==> config.mk <==
export PLATFORM = sky130hd
export DESIGN_NAME = spectrogram_col_writer
export DESIGN_NICKNAME = d
export VERILOG_FILES = /design/src/rtl/spectrogram_col_writer.sv
export SDC_FILE = /design/constraint.sdc
export NUM_CORES = 1
export LEC_CHECK = 0
export ABC_AREA = 1
export CAP_MARGIN = 20
export CORE_ASPECT_RATIO = 1.1
export CORE_MARGIN = 3
export CORE_UTILIZATION = 55
export CTS_CLUSTER_DIAMETER = 30
export DETAILED_ROUTE_END_ITERATION = 12
export HOLD_SLACK_MARGIN = 0.02
export PLACE_DENSITY = 0.77
export SLEW_MARGIN = 15
export SYNTH_ARGS = -nofsm -noshare
export SYNTH_HDL_FRONTEND = slang
export SYNTH_SLANG_ARGS = --single-unit
==> constraint.sdc <==
create_clock -name clk -period 2.2 [get_ports clk]
set_clock_uncertainty 0.15 [all_clocks]
set_input_delay 0.44 -clock clk [delete_from_list [all_inputs] [get_ports clk]]
set_output_delay 0.44 -clock clk [all_outputs]
set_load 0.01 [all_outputs]
==> src/rtl/spectrogram_col_writer.sv <==
`timescale 1ns/1ps
// FFT stream -> approximate-magnitude column writer for the 512 x 10-bit spectrogram RAM.
// Optional log compression is selected with `define SPECW_LOG_COMPRESS_EN (linear mode otherwise).
module spectrogram_col_writer #(
    parameter int unsigned FFT_LEN = 1024,
    parameter int unsigned N_BINS  = 512,
    parameter int unsigned ADDR_W  = 9,
    parameter int unsigned IN_W    = 16
) (
    input  logic                     clk,
    input  logic                     rst,
    input  logic                     s_valid,
    input  logic signed [IN_W-1:0]   s_re,
    input  logic signed [IN_W-1:0]   s_im,
    input  logic                     s_last,
    input  logic                     freeze,
    output logic [ADDR_W-1:0]        ram_addr,
    output logic [9:0]               ram_wr_data,
    output logic                     ram_wr_en,
    output logic                     frame_done,
    output logic                     frame_err
);

    localparam int unsigned CNT_W = $clog2(FFT_LEN);
    localparam int unsigned OUT_W = 10;

    typedef enum logic [1:0] {SYNC, WRITE, SKIP} state_t;

    state_t              state_q, state_d;
    logic [CNT_W-1:0]    cnt_q, cnt_d;
    logic                err_q, err_d;

    logic                v1_q, v1_d, done1_q, done1_d;
    logic [ADDR_W-1:0]   addr1_q, addr1_d;
    logic [IN_W-1:0]     a_q, a_d, b_q, b_d;

    logic                v2_q, v2_d, done2_q, done2_d;
    logic [ADDR_W-1:0]   addr2_q, addr2_d;
    logic [IN_W-1:0]     mag_q, mag_d;

    logic                wr_en_q, wr_en_d, done_q, done_d;
    logic [ADDR_W-1:0]   addr_q, addr_d;
    logic [OUT_W-1:0]    data_q, data_d;
    logic [OUT_W-1:0]    comp;

    logic                in_range, at_end;
    logic [IN_W-1:0]     re_u, im_u;

    // Frame tracking and stage-0 write decision
    always_comb begin
        state_d  = state_q;
        cnt_d    = cnt_q;
        err_d    = 1'b0;
        v1_d     = 1'b0;
        done1_d  = 1'b0;
        in_range = (32'(cnt_q) < N_BINS);
        at_end   = (cnt_q == CNT_W'(FFT_LEN - 1));
        if (s_valid) begin
            cnt_d = s_last ? '0 : cnt_q + CNT_W'(1);
            unique case (state_q)
                SYNC: begin
                    if (s_last) state_d = freeze ? SKIP : WRITE;
                end
                WRITE, SKIP: begin
                    if (s_last) begin
                        err_d   = !at_end;
                        v1_d    = (state_q == WRITE) && in_range;
                        done1_d = (state_q == WRITE);
                        state_d = freeze ? SKIP : WRITE;
                    end else if (at_end) begin
                        // overlong frame: resynchronise, no frame_done for it
                        err_d   = 1'b1;
                        state_d = SYNC;
                    end else begin
                        v1_d = (state_q == WRITE) && in_range;
                    end
                end
                default: state_d = SYNC;
            endcase
        end
    end

    // S1: absolute values (two's complement, 0x8000 maps to 32768)
    always_comb begin
        re_u    = s_re;
        im_u    = s_im;
        addr1_d = ADDR_W'(cnt_q);
        a_d     = re_u[IN_W-1] ? (~re_u + IN_W'(1)) : re_u;
        b_d     = im_u[IN_W-1] ? (~im_u + IN_W'(1)) : im_u;
    end

    // S2: alpha-max + beta-min magnitude
    always_comb begin
        v2_d    = v1_q;
        done2_d = done1_q;
        addr2_d = addr1_q;
        if (a_q >= b_q) mag_d = a_q + (b_q >> 1);
        else            mag_d = b_q + (a_q >> 1);
    end

`ifdef SPECW_LOG_COMPRESS_EN
    logic [3:0]      lead;
    logic [IN_W-1:0] norm;
    logic            unused_norm;

    // Log compression: leading-one exponent plus 6 mantissa bits below it
    always_comb begin
        lead = '0;
        for (int i = 0; i < int'(IN_W); i++) begin
            if (mag_q[i]) lead = 4'(i);
        end
        norm = mag_q << (4'(IN_W - 1) - lead);
        comp = (mag_q == '0) ? '0 : {lead, norm[IN_W-2 -: 6]};
    end
    assign unused_norm = ^{norm[IN_W-1], norm[IN_W-8:0]};
`else
    logic unused_mag;

    always_comb begin
        comp = mag_q[IN_W-1 -: OUT_W];
    end
    assign unused_mag = ^mag_q[IN_W-OUT_W-1:0];
`endif

    // S3: RAM port A registers; address/data hold between writes
    always_comb begin
        wr_en_d = v2_q;
        done_d  = done2_q;
        addr_d  = addr_q;
        data_d  = data_q;
        if (v2_q) begin
            addr_d = addr2_q;
            data_d = comp;
        end
    end

    always_ff @(posedge clk) begin
        if (rst) begin
            state_q <= SYNC;
            cnt_q   <= '0;
            err_q   <= 1'b0;
            v1_q    <= 1'b0;
            done1_q <= 1'b0;
            addr1_q <= '0;
            a_q     <= '0;
            b_q     <= '0;
            v2_q    <= 1'b0;
            done2_q <= 1'b0;
            addr2_q <= '0;
            mag_q   <= '0;
            wr_en_q <= 1'b0;
            done_q  <= 1'b0;
            addr_q  <= '0;
            data_q  <= '0;
        end else begin
            state_q <= state_d;
            cnt_q   <= cnt_d;
            err_q   <= err_d;
            v1_q    <= v1_d;
            done1_q <= done1_d;
            addr1_q <= addr1_d;
            a_q     <= a_d;
            b_q     <= b_d;
            v2_q    <= v2_d;
            done2_q <= done2_d;
            addr2_q <= addr2_d;
            mag_q   <= mag_d;
            wr_en_q <= wr_en_d;
            done_q  <= done_d;
            addr_q  <= addr_d;
            data_q  <= data_d;
        end
    end

    assign ram_addr    = addr_q;
    assign ram_wr_data = data_q;
    assign ram_wr_en   = wr_en_q;
    assign frame_done  = done_q;
    assign frame_err   = err_q;

endmodule

==> impl_metrics.json, run 1 <==
{
  "worst_slew_pin_slew_ns": 0.601,
  "setup_violations": 0,
  "final_common_cell": "nand2_1",
  "required_ns": 2.33,
  "synth_area_leaders": "dfxtp_1, nand2_1, ha_1, inv_1, nor2_1",
  "post-dp-hpwl_um": 10700,
  "p_int_uw": 3120,
  "path_buf_inv": 0,
  "track_usage_pct": 24.0,
  "start_util_pct": 56.6,
  "synthCells": 925,
  "hold_violations": 0,
  "relSlewSlack_pct": 59.9,
  "holdPathStages": 2,
  "cts_buffers": 9,
  "postCtsSetupRepairBufs": 0,
  "antenna_found_initial": 0,
  "critPathMaxFanout": 5,
  "dieArea_sq_mm": 0.0120,
  "cts_sinks": 98,
  "post_cts_resized": 0,
  "overflow": 0,
  "power_leakage_uw": 0.00364,
  "yosysWarnings": 0,
  "crit_type": "flop to flop",
  "ios": 59,
  "swShare_pct": 29.7,
  "clkPwrFrac_pct": 35.8,
  "cp.arrival_ns": 2.12,
  "core_area_sq_mm": 0.0104,
  "yosysTopAreaCell": "dfxtp_1",
  "fillers": 939,
  "switchingPower_uw": 1320,
  "slowest_delay_ns": 0.42,
  "drc": 0,
  "die_h_um": 115,
  "ir_drop_v": 0.000427,
  "r2r-end": "mag_q[11]",
  "ff2ff_path_depth": 9,
  "insertion_delay_ns": 0.35,
  "min_from": "addr1_q[0]",
  "drive_above_1_share_pct": 4.10,
  "synth_top_area_share_pct": 33.2,
  "timing.critical_path.cells": "ha_1, nand2_1, nor2_1, nand3_1, nand3_1, nand2_1, nand3_1, nand2_1, nor2_1",
  "final_nets": 1082,
  "crit-reg2reg-launch": "a_q[11]",
  "power_density_mw_per_mm2": 630,
  "grt_pass1_vias": 5292,
  "cts_root_buf": "clkbuf_16",
  "crit_family": "simple AND/OR/NAND/NOR gates",
  "post_drt_wl_per_cell_um": 12.1,
  "ant_nets": 0,
  "synth_area_per_cell_sq_um": 6.39,
  "min_period_ns": 1.99,
  "synth-seq-area-share_pct": 33.2,
  "outcome": "completed",
  "r2r_slack_ns": 0.21,
  "syn_nets": 1012,
  "syn_area_sq_mm": 0.00591,
  "die_w_um": 105,
  "cp-end-kind": "flop",
  "cts_tree": "yes",
  "cp-start-kind": "flop",
  "layout_common_cells": "nand2_1, inv_1, nor2_1",
  "first_iter_violations": 248,
  "holdPathEnd": "addr2_q[0]",
  "drv_cap": 0,
  "synthToLayoutAreaGrowth_pct": 19.1,
  "cts_hold_buffers": 0,
  "timing.final.max_slew_violations": 0,
  "synth_seq_cells": 98,
  "post-place-ws_ns": 0.00300,
  "fin_setup_tns_ns": 0,
  "grt_pass1_wl_um": 23600,
  "cts.htree.levels": 3,
  "drt_wl_total_um": 13800,
  "place.gp.congestion": 0.951,
  "core.rowCount": 39,
  "vias_per_cell": 4.95,
  "drt-pass1-iter-count": 7,
  "cpMaxStageDelayCell": "ha_1",
  "diodes": 0,
  "seqPwrFrac_pct": 43.4,
  "portBuffers": 58,
  "clkTransAtPathRegs_ns": 0.07,
  "setup_slack_ns": 0.206,
  "vias": 5651,
  "hold_path_class": "flop to flop",
  "clock_path_buffers": 2,
  "fin_crit_sh_pct": 90.6,
  "synthDistinctLibCells": 27,
  "power_frac_comb_pct": 20.8,
  "fmax_mhz": 501,
  "grt_max_degree": 37
}
[worst max path at each step]
| stage | end | from | depth (start not counted) |
|---|---|---|---|
| 2_1_floorplan | mag_q[8] | b_q[7] | 11 |
| 3_3_place_gp | a_q[10] | s_re[0] | 11 |
| 3_5_place_dp | cnt_q[6] | s_valid | 10 |
| 4_1_cts | mag_q[14] | b_q[15] | 11 |
| 5_1_grt | mag_q[8] | b_q[13] | 11 |
| 6_report | mag_q[11] | a_q[11] | 9 |
[power groups by stage]
stage / registers, uW / clock network, uW / logic [uW]
2_1_floorplan: 1940 / 0 / 634
3_3_place_gp: 1960 / 0 / 894
3_5_place_dp: 1960 / 0 / 903
4_1_cts: 1920 / 1610 / 914
5_1_grt: 1930 / 1700 / 1060
6_report: 1920 / 1590 / 921
[cells in the mapped netlist (all sizes together)]
library cell and n:
nand2 229, inv 161, nor2 137, dfxtp 98, a21oi 69, nand3 55, o21ai 51, ha 50
nor3 24, clkbuf 15, nand4 11, o21bai 5, xor2 5, nand3b 4, and2 3, buf 2
a21boi 1, a21o 1, a31oi 1, clkinv 1, o21a 1, or2 1
[worst register-to-register path, cell delays in order (launching register included)]
cell	delay, ns
dfxtp_1	0.35
ha_1	0.42
nand2_1	0.13
nor2_1	0.22
nand3_1	0.20
nand3_1	0.13
nand2_1	0.05
nand3_1	0.07
nand2_1	0.06
nor2_1	0.14
[routing by layer]
metal	part of all wire (%)	vias up	global-route usage [%]
met3	5.0	32	4.12
met4	3.0	0	10.2
met1	46	2417	30.7
met2	46	149	40.2
met5	0	-	0
li1	-	3053	-
[metrics by stage]
stage	util (%)	power [uW]	cells	instance area, sq um	hold slack (ns)
after detailed placement	64.5	2860	1127	6730	0.242
after global routing	67.4	4700	1142	7040	0.266
after global placement	64.5	2860	1127	6730	0.239
after CTS	67.3	4450	1142	7030	0.244
after floorplan	-	2570	925	5910	0.238
final	67.4	4430	1142	7040	0.243
[cell type report]
cell class / count / area (sq um) / share of cell area (%)
clock inverters: 6 / 76.3 / 1.08
well taps: 143 / 179 / 2.54
flip-flops and latches: 98 / 1960 / 27.9
repair buffers: 76 / 716 / 10.2
inverters: 162 / 608 / 8.64
multi-input cells: 648 / 3270 / 46.5
clock buffers: 9 / 225 / 3.20
[registers in the layout, indices dropped and copies added, names as in the netlist, 2 cells and up]
name	flops
a_q	16
b_q	16
cnt_q	10
mag_q	10
ram_wr_data	10
addr1_q	9
addr2_q	9
ram_addr	9
state_q	2
[logic make-up after synthesis]
kind of cell	count (synthesis)	synth area share, %
and+or+nand+nor	464	32.7
buffers and inverters	179	11.5
AOI/OAI and AO/OA	129	11.3
DFF	98	33.2
adders and majority gates	50	10.6
xor gates and xnor gates	5	0.741
No activity file was read; power rests on OpenSTA's default activity.
==> run 2, diff against run 1 <==
Settings changed: CORE_MARGIN 3 to 2.
==> impl_metrics.json, run 2 (same netlist as run 1, synthesis figures left out) <==
{
  "outcome": "completed",
  "path_buf_inv": 0,
  "p_int_uw": 3040,
  "power_density_mw_per_mm2": 620,
  "core.rowCount": 39,
  "top_regs": "a_q: 16 flops, b_q: 16 flops",
  "required_ns": 2.29,
  "crit_type": "flop to flop",
  "drv_cap": 0,
  "grt_pass1_wl_um": 23600,
  "post_drt_wl_per_cell_um": 11.9,
  "die_h_um": 113,
  "final_nets": 1081,
  "fin_cells": 1142,
  "slowest_delay_ns": 0.41,
  "cts_hold_buffers": 0,
  "post-dp-hpwl_um": 10900,
  "p_total_uw": 4350,
  "portBuffers": 58,
  "clock_path_buffers": 2,
  "rsz0062_at_grt": "no",
  "cts.htree.levels": 3,
  "critPathMaxFanout": 5,
  "seqCellArea_sq_mm": 0.00196,
  "track_usage_pct": 25.4,
  "dieArea_sq_mm": 0.0116,
  "layout_common_cells": "nand2_1, inv_1, nor2_1",
  "clkPwrFrac_pct": 34.7,
  "insertion_delay_ns": 0.34,
  "ff2ff_path_depth": 9,
  "clkTransAtPathRegs_ns": 0.07,
  "drt-pass1-iter-count": 7,
  "swShare_pct": 30.1,
  "place.gp.congestion": 0.930,
  "drc": 0,
  "cp-start-kind": "flop",
  "vias": 5759,
  "fin_util_pct": 67.3,
  "r2r_slack_ns": 0.22,
  "min_period_ns": 1.98,
  "cp-end-kind": "flop",
  "post-place-ws_ns": -0.00806,
  "ios": 59,
  "setup_slack_ns": 0.218,
  "cts_tree": "yes",
  "worst_slew_pin_slew_ns": 0.633,
  "worstSetupStartpoint": "b_q[12]",
  "final_common_cell": "nand2_1",
  "worst-path-stages": 9,
  "fmax_mhz": 504,
  "multiInputGateArea_sq_mm": 0.00327,
  "synthToLayoutAreaGrowth_pct": 18.9,
  "cpMaxStageDelayCell": "ha_1",
  "cp.arrival_ns": 2.07,
  "fin_crit_sh_pct": 90.1,
  "crit-reg2reg-launch": "b_q[12]",
  "cts_buffers": 9,
  "vias_per_cell": 5.04,
  "crit_end": "mag_q[13]",
  "first_iter_violations": 201,
  "setup_violations": 0,
  "r2r-end": "mag_q[13]",
  "cts_sinks": 98,
  "die_w_um": 103,
  "seqPwrFrac_pct": 44.2,
  "hold_violations": 0,
  "grt_max_degree": 27,
  "power_leakage_uw": 0.00363,
  "postCtsSetupRepairBufs": 0,
  "fillers": 986,
  "diodes": 0,
  "crit_family": "simple AND/OR/NAND/NOR gates",
  "post-place-cells": 1126,
  "core_area_sq_mm": 0.0104,
  "relSlewSlack_pct": 57.7,
  "power_frac_comb_pct": 21.1,
  "drive_above_1_share_pct": 4.20,
  "ant_nets": 0,
  "timing.critical_path.cells": "ha_1, nand2_1, nor2_1, nand2_1, o21bai_1, nand3_1, nand2_1, nor2_1, nor2_1",
  "grt_pass1_vias": 5412,
  "ir_drop_v": 0.000435,
  "post_cts_resized": 0,
  "cts_root_buf": "clkbuf_16",
  "overflow": 0,
  "switchingPower_uw": 1310,
  "start_util_pct": 56.6,
  "timing.final.max_slew_violations": 0,
  "drt_wl_total_um": 13600,
  "antenna_found_initial": 0,
  "fin_setup_tns_ns": 0,
  "hold_path_class": "flop to flop"
}
run 2: layout make-up:
| cell class | count | area share [%] |
|---|---|---|
| sequential | 98 | 27.9 |
| tap | 143 | 2.55 |
| multi-input combinational | 648 | 46.6 |
| clock inverter | 6 | 0.801 |
| inverter | 162 | 8.65 |
| clock buffer | 10 | 3.40 |
| timing repair buffer | 75 | 10.1 |
run 2: metrics by stage:
| step | area, sq um | hold WS [ns] |
|---|---|---|
| CTS | 7020 | 0.247 |
| detailed placement | 6720 | 0.244 |
| finish | 7030 | 0.248 |
| global placement | 6720 | 0.240 |
| floorplan | 5910 | 0.238 |
| global route | 7030 | 0.268 |
run 2: worst min-delay path: cells and delay by family, from the launching register on:
family	cells	cell delay, ns
flops	1	0.30
buf+inv	1	0.04
simple gates	1	0.03
run 2: how the worst min path moves through the flow:
stage,from,end,slack (ns),cells after the start
2_1_floorplan,addr1_q[0],addr2_q[0],0.24,2
3_3_place_gp,addr1_q[6],addr2_q[6],0.24,2
3_5_place_dp,done1_q,done2_q,0.24,2
4_1_cts,addr1_q[2],addr2_q[2],0.25,2
5_1_grt,v1_q,v2_q,0.27,2
6_report,addr1_q[0],addr2_q[0],0.25,2
run 2: power groups by stage:
stage,logic (uW),registers [uW],clock network [uW]
3_5_place_dp,903,1960,0
5_1_grt,1060,1930,1600
2_1_floorplan,634,1940,0
6_report,918,1920,1510
4_1_cts,910,1920,1540
3_3_place_gp,893,1960,0
run 2: per-layer routing:
metal	vias up	track usage, %	wire (um)
met5	-	0	0
met4	0	9.91	440
met3	34	3.64	557
met2	125	43.1	6440
met1	2553	32.5	6190
li1	3047	-	-
